### src/rtl/data_req_issuer_if.sv
// data_req_issuer_if: sram-like data request/response bus between the issuer
// (master) and the data SRAM side (slave).
interface data_req_issuer_if;
    logic        data_sram_req;
    logic        data_sram_wr;
    logic [1:0]  data_sram_size;
    logic [3:0]  data_sram_wstrb;
    logic [31:0] data_sram_addr;
    logic [31:0] data_sram_wdata;
    logic        data_sram_addr_ok;
    logic        data_sram_data_ok;

    modport master (
        output data_sram_req,
        output data_sram_wr,
        output data_sram_size,
        output data_sram_wstrb,
        output data_sram_addr,
        output data_sram_wdata,
        input  data_sram_addr_ok,
        input  data_sram_data_ok
    );

    modport slave (
        input  data_sram_req,
        input  data_sram_wr,
        input  data_sram_size,
        input  data_sram_wstrb,
        input  data_sram_addr,
        input  data_sram_wdata,
        output data_sram_addr_ok,
        output data_sram_data_ok
    );
endinterface

### src/rtl/data_req_issuer.sv
// data_req_issuer: formats EXE memory ops into aligned sram-like requests,
// drives the req/addr_ok handshake, tracks outstanding transactions and
// discards responses that belong to ops flushed from the pipeline.
// Optional feature: define UNALIGNED_STORE_EN to issue swl/swr; without it
// those ops are accepted and silently dropped.
module data_req_issuer #(
    parameter int unsigned MAX_OUTSTANDING = 2
) (
    input  logic                     clk,
    input  logic                     resetn,
    input  logic                     es_req_valid,
    output logic                     es_req_ready,
    input  logic [11:0]              es_mem_op,
    input  logic [31:0]              es_addr,
    input  logic [31:0]              es_rt_data,
    input  logic                     flush,
    data_req_issuer_if.master        sram,
    output logic                     ms_rsp_valid,
    output logic [2:0]               outstanding
);

    // One-hot op bit positions
    localparam int unsigned OpLb  = 11;
    localparam int unsigned OpLbu = 10;
    localparam int unsigned OpLh  = 9;
    localparam int unsigned OpLhu = 8;
    localparam int unsigned OpSb  = 4;
    localparam int unsigned OpSh  = 3;
    localparam int unsigned OpSw  = 2;
    localparam int unsigned OpSwl = 1;
    localparam int unsigned OpSwr = 0;

    localparam logic [2:0] MaxOut = 3'(MAX_OUTSTANDING);

    typedef enum logic [0:0] {StIdle, StReq} state_e;

    state_e      state_q, state_d;
    logic        wr_q;
    logic [1:0]  size_q;
    logic [3:0]  wstrb_q;
    logic [31:0] addr_q;
    logic [31:0] wdata_q;
    logic [2:0]  out_q, out_d;
    logic [3:0]  discard_q, discard_d;

    logic [1:0]  a_lo;
    logic        is_byte, is_half;
    logic        fmt_bus, fmt_wr;
    logic [1:0]  fmt_size;
    logic [3:0]  fmt_wstrb;
    logic [31:0] fmt_addr, fmt_wdata;
    logic        load_req;
    logic        addr_hs, rsp_hs;

    assign a_lo    = es_addr[1:0];
    assign is_byte = es_mem_op[OpLb] | es_mem_op[OpLbu] | es_mem_op[OpSb];
    assign is_half = es_mem_op[OpLh] | es_mem_op[OpLhu] | es_mem_op[OpSh];

`ifdef UNALIGNED_STORE_EN
    assign fmt_bus = |es_mem_op;
    assign fmt_wr  = |es_mem_op[4:0];
`else
    // swl/swr are consumed without touching the bus
    assign fmt_bus = (|es_mem_op) & ~(es_mem_op[OpSwl] | es_mem_op[OpSwr]);
    assign fmt_wr  = |es_mem_op[4:2];
`endif

    // Format size, aligned address, strobes and lane-replicated write data
    always_comb begin
        fmt_size  = 2'd2;
        fmt_addr  = {es_addr[31:2], 2'b00};
        fmt_wstrb = 4'b0000;
        fmt_wdata = 32'h0;
        if (is_byte) begin
            fmt_size = 2'd0;
            fmt_addr = es_addr;
        end else if (is_half) begin
            fmt_size = 2'd1;
            fmt_addr = es_addr;
        end
        if (es_mem_op[OpSb]) begin
            fmt_wstrb = 4'b0001 << a_lo;
            fmt_wdata = {4{es_rt_data[7:0]}};
        end
        if (es_mem_op[OpSh]) begin
            fmt_wstrb = a_lo[1] ? 4'b1100 : 4'b0011;
            fmt_wdata = {2{es_rt_data[15:0]}};
        end
        if (es_mem_op[OpSw]) begin
            fmt_wstrb = 4'b1111;
            fmt_wdata = es_rt_data;
        end
`ifdef UNALIGNED_STORE_EN
        if (es_mem_op[OpSwl]) begin
            case (a_lo)
                2'd0: begin fmt_wstrb = 4'b0001; fmt_wdata = {24'b0, es_rt_data[31:24]}; end
                2'd1: begin fmt_wstrb = 4'b0011; fmt_wdata = {16'b0, es_rt_data[31:16]}; end
                2'd2: begin fmt_wstrb = 4'b0111; fmt_wdata = {8'b0, es_rt_data[31:8]}; end
                default: begin fmt_wstrb = 4'b1111; fmt_wdata = es_rt_data; end
            endcase
        end
        if (es_mem_op[OpSwr]) begin
            case (a_lo)
                2'd0: begin fmt_wstrb = 4'b1111; fmt_wdata = es_rt_data; end
                2'd1: begin fmt_wstrb = 4'b1110; fmt_wdata = {es_rt_data[23:0], 8'b0}; end
                2'd2: begin fmt_wstrb = 4'b1100; fmt_wdata = {es_rt_data[15:0], 16'b0}; end
                default: begin fmt_wstrb = 4'b1000; fmt_wdata = {es_rt_data[7:0], 24'b0}; end
            endcase
        end
`endif
        if (!fmt_wr) begin
            fmt_wstrb = 4'b0000;
            fmt_wdata = 32'h0;
        end
    end

    // FSM next state and EXE-side handshake
    always_comb begin
        state_d      = state_q;
        es_req_ready = 1'b0;
        load_req     = 1'b0;
        unique case (state_q)
            StIdle: begin
                es_req_ready = resetn && (out_q < MaxOut) && !flush;
                if (es_req_valid && es_req_ready && fmt_bus) begin
                    load_req = 1'b1;
                    state_d  = StReq;
                end
            end
            StReq: begin
                // Request is never withdrawn, not even on flush
                if (sram.data_sram_addr_ok) begin
                    state_d = StIdle;
                end
            end
            default: state_d = StIdle;
        endcase
    end

    // Outstanding and discard counter next state
    always_comb begin
        addr_hs   = (state_q == StReq) && sram.data_sram_addr_ok;
        rsp_hs    = sram.data_sram_data_ok && (out_q != 3'd0);
        out_d     = out_q + {2'b00, addr_hs} - {2'b00, rsp_hs};
        discard_d = discard_q;
        if (flush) begin
            // Everything still owed a response, including the held request
            discard_d = {1'b0, out_q} - {3'b000, rsp_hs} + {3'b000, state_q == StReq};
        end else if (sram.data_sram_data_ok && (discard_q != 4'd0)) begin
            discard_d = discard_q - 4'd1;
        end
    end

    // State, request fields and counters
    always_ff @(posedge clk or negedge resetn) begin
        if (!resetn) begin
            state_q   <= StIdle;
            wr_q      <= 1'b0;
            size_q    <= 2'd0;
            wstrb_q   <= 4'b0000;
            addr_q    <= 32'h0;
            wdata_q   <= 32'h0;
            out_q     <= 3'd0;
            discard_q <= 4'd0;
        end else begin
            state_q   <= state_d;
            out_q     <= out_d;
            discard_q <= discard_d;
            if (load_req) begin
                wr_q    <= fmt_wr;
                size_q  <= fmt_size;
                wstrb_q <= fmt_wstrb;
                addr_q  <= fmt_addr;
                wdata_q <= fmt_wdata;
            end
        end
    end

    assign sram.data_sram_req   = (state_q == StReq);
    assign sram.data_sram_wr    = wr_q;
    assign sram.data_sram_size  = size_q;
    assign sram.data_sram_wstrb = wstrb_q;
    assign sram.data_sram_addr  = addr_q;
    assign sram.data_sram_wdata = wdata_q;

    assign ms_rsp_valid = resetn && sram.data_sram_data_ok && (discard_q == 4'd0);
    assign outstanding  = out_q;

endmodule

### src/flat_wrapper.sv
// flat-port wrapper written by rule: the top's interface ports become plain ports
module data_req_issuer_flat 
#(
    parameter int unsigned MAX_OUTSTANDING = 2
)
  (clk, resetn, es_req_valid, es_req_ready, es_mem_op, es_addr, es_rt_data, flush, ms_rsp_valid, outstanding, sram_data_sram_req, sram_data_sram_wr, sram_data_sram_size, sram_data_sram_wstrb, sram_data_sram_addr, sram_data_sram_wdata, sram_data_sram_addr_ok, sram_data_sram_data_ok);
  data_req_issuer_if sram_i ();
  input  logic clk;
  input  logic resetn;
  input  logic es_req_valid;
  output logic es_req_ready;
  input  logic [11:0] es_mem_op;
  input  logic [31:0] es_addr;
  input  logic [31:0] es_rt_data;
  input  logic flush;
  output logic ms_rsp_valid;
  output logic [2:0] outstanding;
  output wire logic [$bits(sram_i.data_sram_req)-1:0] sram_data_sram_req;
  output wire logic [$bits(sram_i.data_sram_wr)-1:0] sram_data_sram_wr;
  output wire logic [$bits(sram_i.data_sram_size)-1:0] sram_data_sram_size;
  output wire logic [$bits(sram_i.data_sram_wstrb)-1:0] sram_data_sram_wstrb;
  output wire logic [$bits(sram_i.data_sram_addr)-1:0] sram_data_sram_addr;
  output wire logic [$bits(sram_i.data_sram_wdata)-1:0] sram_data_sram_wdata;
  input wire logic [$bits(sram_i.data_sram_addr_ok)-1:0] sram_data_sram_addr_ok;
  input wire logic [$bits(sram_i.data_sram_data_ok)-1:0] sram_data_sram_data_ok;
  assign sram_data_sram_req = sram_i.data_sram_req;
  assign sram_data_sram_wr = sram_i.data_sram_wr;
  assign sram_data_sram_size = sram_i.data_sram_size;
  assign sram_data_sram_wstrb = sram_i.data_sram_wstrb;
  assign sram_data_sram_addr = sram_i.data_sram_addr;
  assign sram_data_sram_wdata = sram_i.data_sram_wdata;
  assign sram_i.data_sram_addr_ok = sram_data_sram_addr_ok;
  assign sram_i.data_sram_data_ok = sram_data_sram_data_ok;
  data_req_issuer #(.MAX_OUTSTANDING(MAX_OUTSTANDING)) u_core (.clk(clk), .resetn(resetn), .es_req_valid(es_req_valid), .es_req_ready(es_req_ready), .es_mem_op(es_mem_op), .es_addr(es_addr), .es_rt_data(es_rt_data), .flush(flush), .sram(sram_i), .ms_rsp_valid(ms_rsp_valid), .outstanding(outstanding));
endmodule
### config.mk
export PLATFORM = sky130hd
export DESIGN_NAME = data_req_issuer_flat
export DESIGN_NICKNAME = d
export VERILOG_FILES = /design/src/rtl/data_req_issuer_if.sv /design/src/rtl/data_req_issuer.sv /design/src/flat_wrapper.sv
export SDC_FILE = /design/constraint.sdc
export NUM_CORES = 1
export LEC_CHECK = 0
export ABC_AREA = 1
export CORE_MARGIN = 2
export CORE_UTILIZATION = 47
export DETAILED_ROUTE_END_ITERATION = 7
export GPL_ROUTABILITY_DRIVEN = 0
export PLACE_DENSITY_LB_ADDON = 0.08
export SLEW_MARGIN = 20
export SYNTH_ARGS = -nofsm -noshare
export SYNTH_HDL_FRONTEND = slang
export SYNTH_SLANG_ARGS = --single-unit
### constraint.sdc
create_clock -name clk -period 4.1 [get_ports clk]
set_clock_uncertainty 0.2 [all_clocks]
set_input_delay 0.615 -clock clk [delete_from_list [all_inputs] [get_ports clk]]
set_output_delay 0.615 -clock clk [all_outputs]
set_load 0.005 [all_outputs]
==> impl_metrics.prom, run 1 <==
# TYPE chip_impl_metric gauge
chip_impl_info{name="outcome",value="finished, final reports clean"} 1
chip_impl_metric{name="clock_tree.htree_level_count",unit=""} 3
chip_impl_metric{name="layout_cells_sized_above_1",unit="%"} 4.02
chip_impl_metric{name="worst_skew_pair.late_latency",unit="ns"} 0.35
chip_impl_metric{name="cell_internal_pwr",unit="uW"} 2200
chip_impl_info{name="reg2reg_to",value="u_core.discard_q[1]$_DFFE_PN0P_"} 1
chip_impl_metric{name="floorplan.core_area",unit="um2"} 8090
chip_impl_metric{name="synth_area",unit="um2"} 3860
chip_impl_info{name="hold_path_end",value="u_core.sram.data_sram_addr[24]$_DFFE_PN0P_"} 1
chip_impl_metric{name="power_leakage",unit="uW"} 0.00292
chip_impl_metric{name="grt_start_max_net_pins",unit=""} 78
chip_impl_metric{name="finalSetupViolCount",unit=""} 0
chip_impl_metric{name="relSlewSlack",unit="%"} 55.1
chip_impl_info{name="critPathLaunchType",value="input pin"} 1
chip_impl_metric{name="synth_cells",unit=""} 512
chip_impl_metric{name="synth_top_area_share",unit="%"} 51.2
chip_impl_info{name="hp-start",value="u_core.sram.data_sram_addr[24]$_DFFE_PN0P_"} 1
chip_impl_info{name="cts_tree",value="done"} 1
chip_impl_info{name="synthTopCellsByArea",value="sky130_fd_sc_hd__dfrtp_1, sky130_fd_sc_hd__nand2_1, sky130_fd_sc_hd__nand3_1"} 1
chip_impl_metric{name="whs_path_depth",unit=""} 2
chip_impl_info{name="grt_setup_unrepaired",value="no"} 1
chip_impl_metric{name="detail_route.first_pass.iterations",unit=""} 4
chip_impl_metric{name="grt_antenna_before_repair",unit=""} 0
chip_impl_metric{name="reg2reg_depth",unit=""} 10
chip_impl_info{name="final_common_cell",value="sky130_fd_sc_hd__nand2_1"} 1
chip_impl_metric{name="io-pin-count",unit=""} 159
chip_impl_metric{name="rrSetupSlack",unit="ns"} 1.60
chip_impl_info{name="rr_startpoint",value="u_core.outstanding[1]$_DFF_PN0_"} 1
chip_impl_metric{name="grt_first_pass_wirelength",unit="mm"} 17.2
chip_impl_info{name="critPathKind",value="input pin to output pin"} 1
chip_impl_metric{name="wl_per_cell",unit="um"} 13.9
chip_impl_metric{name="place.port_buffers",unit=""} 158
chip_impl_metric{name="final_min_period_over_clock_period",unit="%"} 69.4
chip_impl_metric{name="clkTransAtPathRegs",unit="ns"} 0.09
chip_impl_metric{name="grt.overflow.total",unit=""} 0
chip_impl_metric{name="crit_fanout",unit=""} 6
chip_impl_metric{name="p_sw",unit="uW"} 1040
chip_impl_metric{name="fin_setup_tns",unit="ns"} 0
chip_impl_metric{name="groute.usage.overall",unit="%"} 24.6
chip_impl_metric{name="synth_enable_flop_cells",unit=""} 0
chip_impl_metric{name="syn_nets",unit=""} 602
chip_impl_metric{name="tritoncts.num_buffers",unit=""} 9
chip_impl_metric{name="vias_in_the_first_global_route",unit=""} 3730
chip_impl_metric{name="drt_iter0_drc",unit=""} 163
chip_impl_metric{name="hold_viol",unit=""} 0
chip_impl_metric{name="vdd_ir_drop_max",unit="V"} 0.000314
chip_impl_metric{name="maxCapViolations",unit=""} 0
chip_impl_metric{name="die_footprint",unit="um2"} 8960
chip_impl_metric{name="n_antenna_cell",unit=""} 0
chip_impl_metric{name="max_slew_violation_total_from_the_final_report",unit=""} 0
chip_impl_metric{name="synth-seq-cells",unit=""} 79
chip_impl_metric{name="routed-via-count",unit=""} 3837
chip_impl_info{name="cts_root_buffer",value="sky130_fd_sc_hd__clkbuf_8"} 1
chip_impl_metric{name="fp.dieW",unit="um"} 94.7
chip_impl_metric{name="total_wire_length_after_detailed_routing",unit="mm"} 10.8
chip_impl_metric{name="max_clock_freq",unit="GHz"} 0.351
chip_impl_info{name="cp-end-kind",value="output pin"} 1
chip_impl_metric{name="timing.final.crit_period",unit="ns"} 2.85
chip_impl_info{name="postSynth.topFlopCell",value="sky130_fd_sc_hd__dfrtp_1"} 1
chip_impl_metric{name="cts_sinks",unit=""} 79
chip_impl_metric{name="floorplan.die.height",unit="um"} 94.7
chip_impl_metric{name="comb_power_share",unit="%"} 41.4
chip_impl_metric{name="clock_path_buffers",unit=""} 2
chip_impl_metric{name="fillCellCount",unit=""} 708
chip_impl_metric{name="syn-mean-instance-area",unit="um2"} 7.55
chip_impl_metric{name="drtAntennaViolNets",unit=""} 0
chip_impl_metric{name="synth.yosys.seq_area_share",unit="%"} 51.2
chip_impl_metric{name="dpl.hpwl",unit="mm"} 7.76
chip_impl_metric{name="synth.yosys.warnings",unit=""} 0
chip_impl_metric{name="syn2layout_area_growth",unit="%"} 48.3
chip_impl_metric{name="cts_setup_buffers",unit=""} 0
chip_impl_metric{name="synthDistinctLibCells",unit=""} 23
chip_impl_metric{name="tightestPinTransition",unit="ns"} 0.674
chip_impl_metric{name="initial_utilization",unit="%"} 47.7
chip_impl_metric{name="async_reset_ff_share",unit="%"} 100
chip_impl_metric{name="worstPathRequired",unit="ns"} 3.28
chip_impl_info{name="hp-class",value="flop to flop"} 1
chip_impl_metric{name="route.detailed.vias_per_inst",unit=""} 4.94
chip_impl_metric{name="power_switching_share",unit="%"} 32.2
chip_impl_metric{name="p_seq_share",unit="%"} 40.6
chip_impl_info{name="synthDominantAreaCellType",value="sky130_fd_sc_hd__dfrtp_1"} 1
chip_impl_metric{name="power_frac_clock",unit="%"} 18.0
chip_impl_metric{name="nets",unit=""} 756
chip_impl_metric{name="rows",unit=""} 33
chip_impl_metric{name="worstPathArrival",unit="ns"} 2.03
chip_impl_info{name="mostFrequentLayoutCells",value="sky130_fd_sc_hd__nand2_1, sky130_fd_sc_hd__clkdlybuf4s50_1, sky130_fd_sc_hd__dfrtp_1"} 1
chip_impl_metric{name="timing.hold.ws",unit="ns"} 0.277
chip_impl_metric{name="route.detailed.drc",unit=""} 0
chip_impl_metric{name="power_density_normalized_to_cell_area",unit="nW/um2"} 566
## kinds of logic (layout without fill, tap and decap cells)
kind of cell	count (synthesis)	in the layout	synth area share (%)
xor gates and xnor gates	3	3	0.680
and+or+nand+nor	349	349	36.0
buffers and inverters	52	211	6.41
AOI/OAI and AO/OA	21	21	2.78
DFF	79	79	51.2
adders and majority gates	8	8	2.98
## cell type report
| cell class | count | area (um2) | share of cell area [%] |
|---|---|---|---|
| Tap cell | 105 | 131 | 2.29 |
| Inverter | 30 | 113 | 1.97 |
| Timing Repair Buffer | 165 | 1670 | 29.1 |
| Clock buffer | 10 | 128 | 2.23 |
| Clock inverter | 6 | 68.8 | 1.20 |
| Multi-Input combinational cell | 381 | 1640 | 28.7 |
| Sequential cell | 79 | 1980 | 34.5 |
## metal layers
metal / track usage [%] / share of wire (%)
met1: 31.1 / 41
met2: 41.8 / 50
met3: 5.11 / 6.6
met4: 8.57 / 1.7
met5: 0 / 0
## registers in the layout (all words and copies together), names as in the netlist
signal	count
u_core.sram.data_sram_addr	32
u_core.sram.data_sram_wdata	32
u_core.discard_q	4
u_core.sram.data_sram_wstrb	4
u_core.outstanding	3
u_core.sram.data_sram_size	2
u_core.sram.data_sram_req	1
u_core.sram.data_sram_wr	1
## cells in the mapped netlist (2+ instances only)
cell type / number
sky130_fd_sc_hd__nand2_1: 243
sky130_fd_sc_hd__a21oi_1: 9
sky130_fd_sc_hd__buf_6: 4
sky130_fd_sc_hd__nor2_2: 2
sky130_fd_sc_hd__fa_1: 2
sky130_fd_sc_hd__inv_1: 29
sky130_fd_sc_hd__nand2_2: 2
sky130_fd_sc_hd__o21ai_0: 11
sky130_fd_sc_hd__nand3_1: 45
sky130_fd_sc_hd__xnor2_1: 2
sky130_fd_sc_hd__dfrtp_1: 79
sky130_fd_sc_hd__nor2_1: 53
sky130_fd_sc_hd__clkbuf_1: 2
sky130_fd_sc_hd__ha_1: 6
sky130_fd_sc_hd__buf_2: 15
## repair_timing
item	CTS	global route
setup endpoints to repair	0	0
resized for setup	0	0
hold buffers	1	0
endpoints found under the hold margin	3	0
## critical path: stages
cell and delay, ns:
sky130_fd_sc_hd__dlygate4sd3_1 0.53, sky130_fd_sc_hd__buf_4 0.15, sky130_fd_sc_hd__nand2_1 0.06, sky130_fd_sc_hd__nor3_2 0.14
sky130_fd_sc_hd__clkdlybuf4s50_1 0.54
## power groups by stage
stage,Combinational (uW),Sequential [uW],Clock [uW]
6_report,1340,1320,583
5_1_grt,1490,1350,631
4_1_cts,1360,1320,596
3_5_place_dp,1350,1330,0
3_3_place_gp,1310,1320,0
2_1_floorplan,483,1320,0
## through the flow
step                area [um2]  instances  setup WS (ns)  util (%)  power [uW]
floorplan                 3860        512           1.83         -        1800
global placement          5490        758           1.18      67.9        2630
detailed placement        5490        758           1.17      67.9        2680
CTS                       5700        775           1.25      70.4        3270
global route              5730        776           1.17      70.8        3470
finish                    5730        776           1.25      70.8        3240
## worst max-delay path by stage
| stage | startpoint | end |
|---|---|---|
| after floorplan | u_core.outstanding[1]$_DFF_PN0_ | u_core.discard_q[1]$_DFFE_PN0P_ |
| after global placement | es_mem_op[3] | u_core.sram.data_sram_wdata[30]$_DFFE_PN0P_ |
| after detailed placement | es_mem_op[3] | u_core.sram.data_sram_wdata[29]$_DFFE_PN0P_ |
| after CTS | resetn | es_req_ready |
| after global routing | resetn | es_req_ready |
| final | resetn | es_req_ready |
Power figures use the tool's default switching activity.
==> inputs of run 2 (changes only) <==
--- a/config.mk
+++ b/config.mk
@@ -7,7 +7,7 @@
 export LEC_CHECK = 0
 export ABC_AREA = 1
 export CORE_MARGIN = 2
-export CORE_UTILIZATION = 47
+export CORE_UTILIZATION = 43
 export DETAILED_ROUTE_END_ITERATION = 7
 export GPL_ROUTABILITY_DRIVEN = 0
 export PLACE_DENSITY_LB_ADDON = 0.08
==> constraint.sdc (replaced) <==
create_clock -name clk -period 2.7 [get_ports clk]
set_clock_uncertainty 0.2 [all_clocks]
set_input_delay 0.405 -clock clk [delete_from_list [all_inputs] [get_ports clk]]
set_output_delay 0.405 -clock clk [all_outputs]
set_load 0.005 [all_outputs]
==> impl_metrics.prom, run 2 (synthesized netlist as in run 1, its figures left out) <==
# TYPE chip_impl_metric gauge
chip_impl_info{name="capture_point_of_the_worst_path",value="es_req_ready"} 1
chip_impl_metric{name="drtAntennaViolNets",unit=""} 0
chip_impl_metric{name="hold_viol",unit=""} 0
chip_impl_metric{name="cts_sinks",unit=""} 79
chip_impl_metric{name="n_antenna_cell",unit=""} 0
chip_impl_metric{name="tritoncts.num_buffers",unit=""} 9
chip_impl_metric{name="drt_iter0_drc",unit=""} 135
chip_impl_metric{name="finalPower",unit="uW"} 4990
chip_impl_info{name="cp-end-kind",value="output pin"} 1
chip_impl_metric{name="vdd_ir_drop_max",unit="V"} 0.000424
chip_impl_info{name="grt_setup_unrepaired",value="no"} 1
chip_impl_info{name="timing.critical_path.from",value="u_core.outstanding[1]$_DFF_PN0_"} 1
chip_impl_metric{name="syn2layout_area_growth",unit="%"} 49.5
chip_impl_metric{name="grt_antenna_before_repair",unit=""} 0
chip_impl_info{name="outcome",value="finished, final reports clean"} 1
chip_impl_metric{name="detail_route.first_pass.iterations",unit=""} 5
chip_impl_metric{name="multi_input_area",unit="um2"} 1650
chip_impl_metric{name="worstPathArrival",unit="ns"} 1.90
chip_impl_metric{name="tightestPinTransition",unit="ns"} 0.601
chip_impl_metric{name="placed_cells",unit=""} 766
chip_impl_info{name="rr_startpoint",value="u_core.outstanding[0]$_DFF_PN0_"} 1
chip_impl_metric{name="worstPathRequired",unit="ns"} 2.10
chip_impl_metric{name="fp.dieW",unit="um"} 98.8
chip_impl_metric{name="layout_cells_sized_above_1",unit="%"} 4.89
chip_impl_metric{name="power_density_normalized_to_cell_area",unit="nW/um2"} 863
chip_impl_metric{name="clock_tree.htree_level_count",unit=""} 3
chip_impl_metric{name="setup_ws",unit="ns"} 0.196
chip_impl_metric{name="finalSetupViolCount",unit=""} 0
chip_impl_metric{name="place.port_buffers",unit=""} 158
chip_impl_metric{name="die_footprint",unit="um2"} 9760
chip_impl_metric{name="grt_start_max_net_pins",unit=""} 68
chip_impl_metric{name="timing.final.crit_period",unit="ns"} 2.50
chip_impl_metric{name="io-pin-count",unit=""} 159
chip_impl_info{name="reg2reg_to",value="u_core.discard_q[1]$_DFFE_PN0P_"} 1
chip_impl_metric{name="rows",unit=""} 34
chip_impl_metric{name="nets",unit=""} 760
chip_impl_metric{name="fillCellCount",unit=""} 775
chip_impl_info{name="hp-start",value="u_core.sram.data_sram_addr[20]$_DFFE_PN0P_"} 1
chip_impl_metric{name="routed-via-count",unit=""} 3806
chip_impl_metric{name="route.detailed.vias_per_inst",unit=""} 4.86
chip_impl_metric{name="grt.overflow.total",unit=""} 0
chip_impl_metric{name="crit_fanout",unit=""} 6
chip_impl_metric{name="post_layout_nonfiller_instances",unit=""} 783
chip_impl_metric{name="maxCapViolations",unit=""} 0
chip_impl_metric{name="floorplan.die.height",unit="um"} 98.8
chip_impl_info{name="mostFrequentLayoutCells",value="sky130_fd_sc_hd__nand2_1, sky130_fd_sc_hd__clkdlybuf4s50_1, sky130_fd_sc_hd__dfrtp_1"} 1
chip_impl_metric{name="power_leakage",unit="uW"} 0.00294
chip_impl_info{name="cts_root_buffer",value="sky130_fd_sc_hd__clkbuf_8"} 1
chip_impl_metric{name="max_slew_violation_total_from_the_final_report",unit=""} 0
chip_impl_metric{name="initial_utilization",unit="%"} 44.3
chip_impl_metric{name="floorplan.core_area",unit="um2"} 8720
chip_impl_metric{name="dpl.hpwl",unit="mm"} 7.72
chip_impl_info{name="cts_tree",value="done"} 1
chip_impl_metric{name="grt_first_pass_wirelength",unit="mm"} 17.9
chip_impl_metric{name="worst_skew_pair.late_latency",unit="ns"} 0.34
chip_impl_metric{name="relSlewSlack",unit="%"} 59.9
chip_impl_metric{name="fin_setup_tns",unit="ns"} 0
chip_impl_metric{name="final_min_period_over_clock_period",unit="%"} 92.8
chip_impl_metric{name="groute.usage.overall",unit="%"} 22.6
chip_impl_metric{name="sequential_cell_area",unit="um2"} 1980
chip_impl_info{name="hp-class",value="flop to flop"} 1
chip_impl_metric{name="wl_per_cell",unit="um"} 13.7
chip_impl_metric{name="reg2reg_depth",unit=""} 9
chip_impl_metric{name="clkTransAtPathRegs",unit="ns"} 0.08
chip_impl_metric{name="total_wire_length_after_detailed_routing",unit="mm"} 10.7
chip_impl_info{name="critPathKind",value="flop to output pin"} 1
chip_impl_metric{name="vias_in_the_first_global_route",unit=""} 3840
chip_impl_metric{name="route.detailed.drc",unit=""} 0
chip_impl_metric{name="core_util_final",unit="%"} 66.2
chip_impl_metric{name="place_ws",unit="ns"} 0.0683
chip_impl_metric{name="clock_path_buffers",unit=""} 2
chip_impl_info{name="final_common_cell",value="sky130_fd_sc_hd__nand2_1"} 1
chip_impl_metric{name="rrSetupSlack",unit="ns"} 0.36
chip_impl_metric{name="max_clock_freq",unit="GHz"} 0.399
chip_impl_info{name="critPathLaunchType",value="flop"} 1
[run 2: cell types whose count changed in the layout (fill, tap and decap cells not counted), sizes merged]
cell / before / now
inv: 31 / 29
buf: 7 / 11
bufinv: 1 / 2
clkinvlp: 1 / 2
[run 2: area by class of cell]
type / count / share of cell area, %
Sequential cell: 79 / 34.2
Timing Repair Buffer: 169 / 29.2
Multi-Input combinational cell: 381 / 28.6
Tap cell: 108 / 2.34
Clock buffer: 10 / 2.21
Inverter: 30 / 1.95
Clock inverter: 6 / 1.47
[run 2: routing by layer]
| metal | global-route usage [%] | up-vias | wire length, um | part of all wire [%] |
|---|---|---|---|---|
| met3 | 6.31 | 18 | 930 | 8.7 |
| met1 | 28.7 | 1752 | 4480 | 42 |
| met4 | 8.54 | 0 | 200 | 1.9 |
| met5 | 0 | - | 0 | 0 |
| li1 | - | 1891 | - | - |
| met2 | 36.7 | 145 | 5110 | 48 |
[run 2: report_power, final]
| part | total (uW) | switching [uW] | internal [uW] | leakage, uW |
|---|---|---|---|---|
| clock network | 954 | 436 | 518 | 0.000102 |
| registers | 1970 | 295 | 1670 | 0.00104 |
| logic | 2060 | 827 | 1240 | 0.00180 |
| total | 4990 | 1560 | 3430 | 0.00294 |
[run 2: metrics by stage]
stage	hold slack (ns)	cell area, um2
detailed placement	0.259	5550
floorplan	-0.0906	3860
CTS	0.278	5770
finish	0.274	5780
global route	0.304	5780
global placement	0.253	5550
[run 2: timing repair]
item,in CTS,in global routing
hold endpoints to repair,33,0
gates resized for setup,0,2
buffers inserted,0,0
hold buffers,1,0
endpoints found under the setup margin,0,3
[run 2: critical path, stage by stage, from the launching register on]
cell and delay, ns:
sky130_fd_sc_hd__dfrtp_1 0.49, sky130_fd_sc_hd__inv_1 0.13, sky130_fd_sc_hd__ha_1 0.18, sky130_fd_sc_hd__nand2_1 0.07, sky130_fd_sc_hd__nor3_2 0.14, sky130_fd_sc_hd__clkdlybuf4s50_1 0.53
[run 2: worst min-delay path by stage]
stage,cells past startpoint,slack (ns),endpoint
3_5_place_dp,2,0.26,u_core.sram.data_sram_addr[2]$_DFFE_PN0P_
5_1_grt,2,0.30,u_core.sram.data_sram_wdata[25]$_DFFE_PN0P_
3_3_place_gp,2,0.25,u_core.sram.data_sram_addr[21]$_DFFE_PN0P_
4_1_cts,2,0.28,u_core.sram.data_sram_addr[2]$_DFFE_PN0P_
2_1_floorplan,0,-0.09,u_core.discard_q[0]$_DFFE_PN0P_
6_report,2,0.27,u_core.sram.data_sram_addr[20]$_DFFE_PN0P_
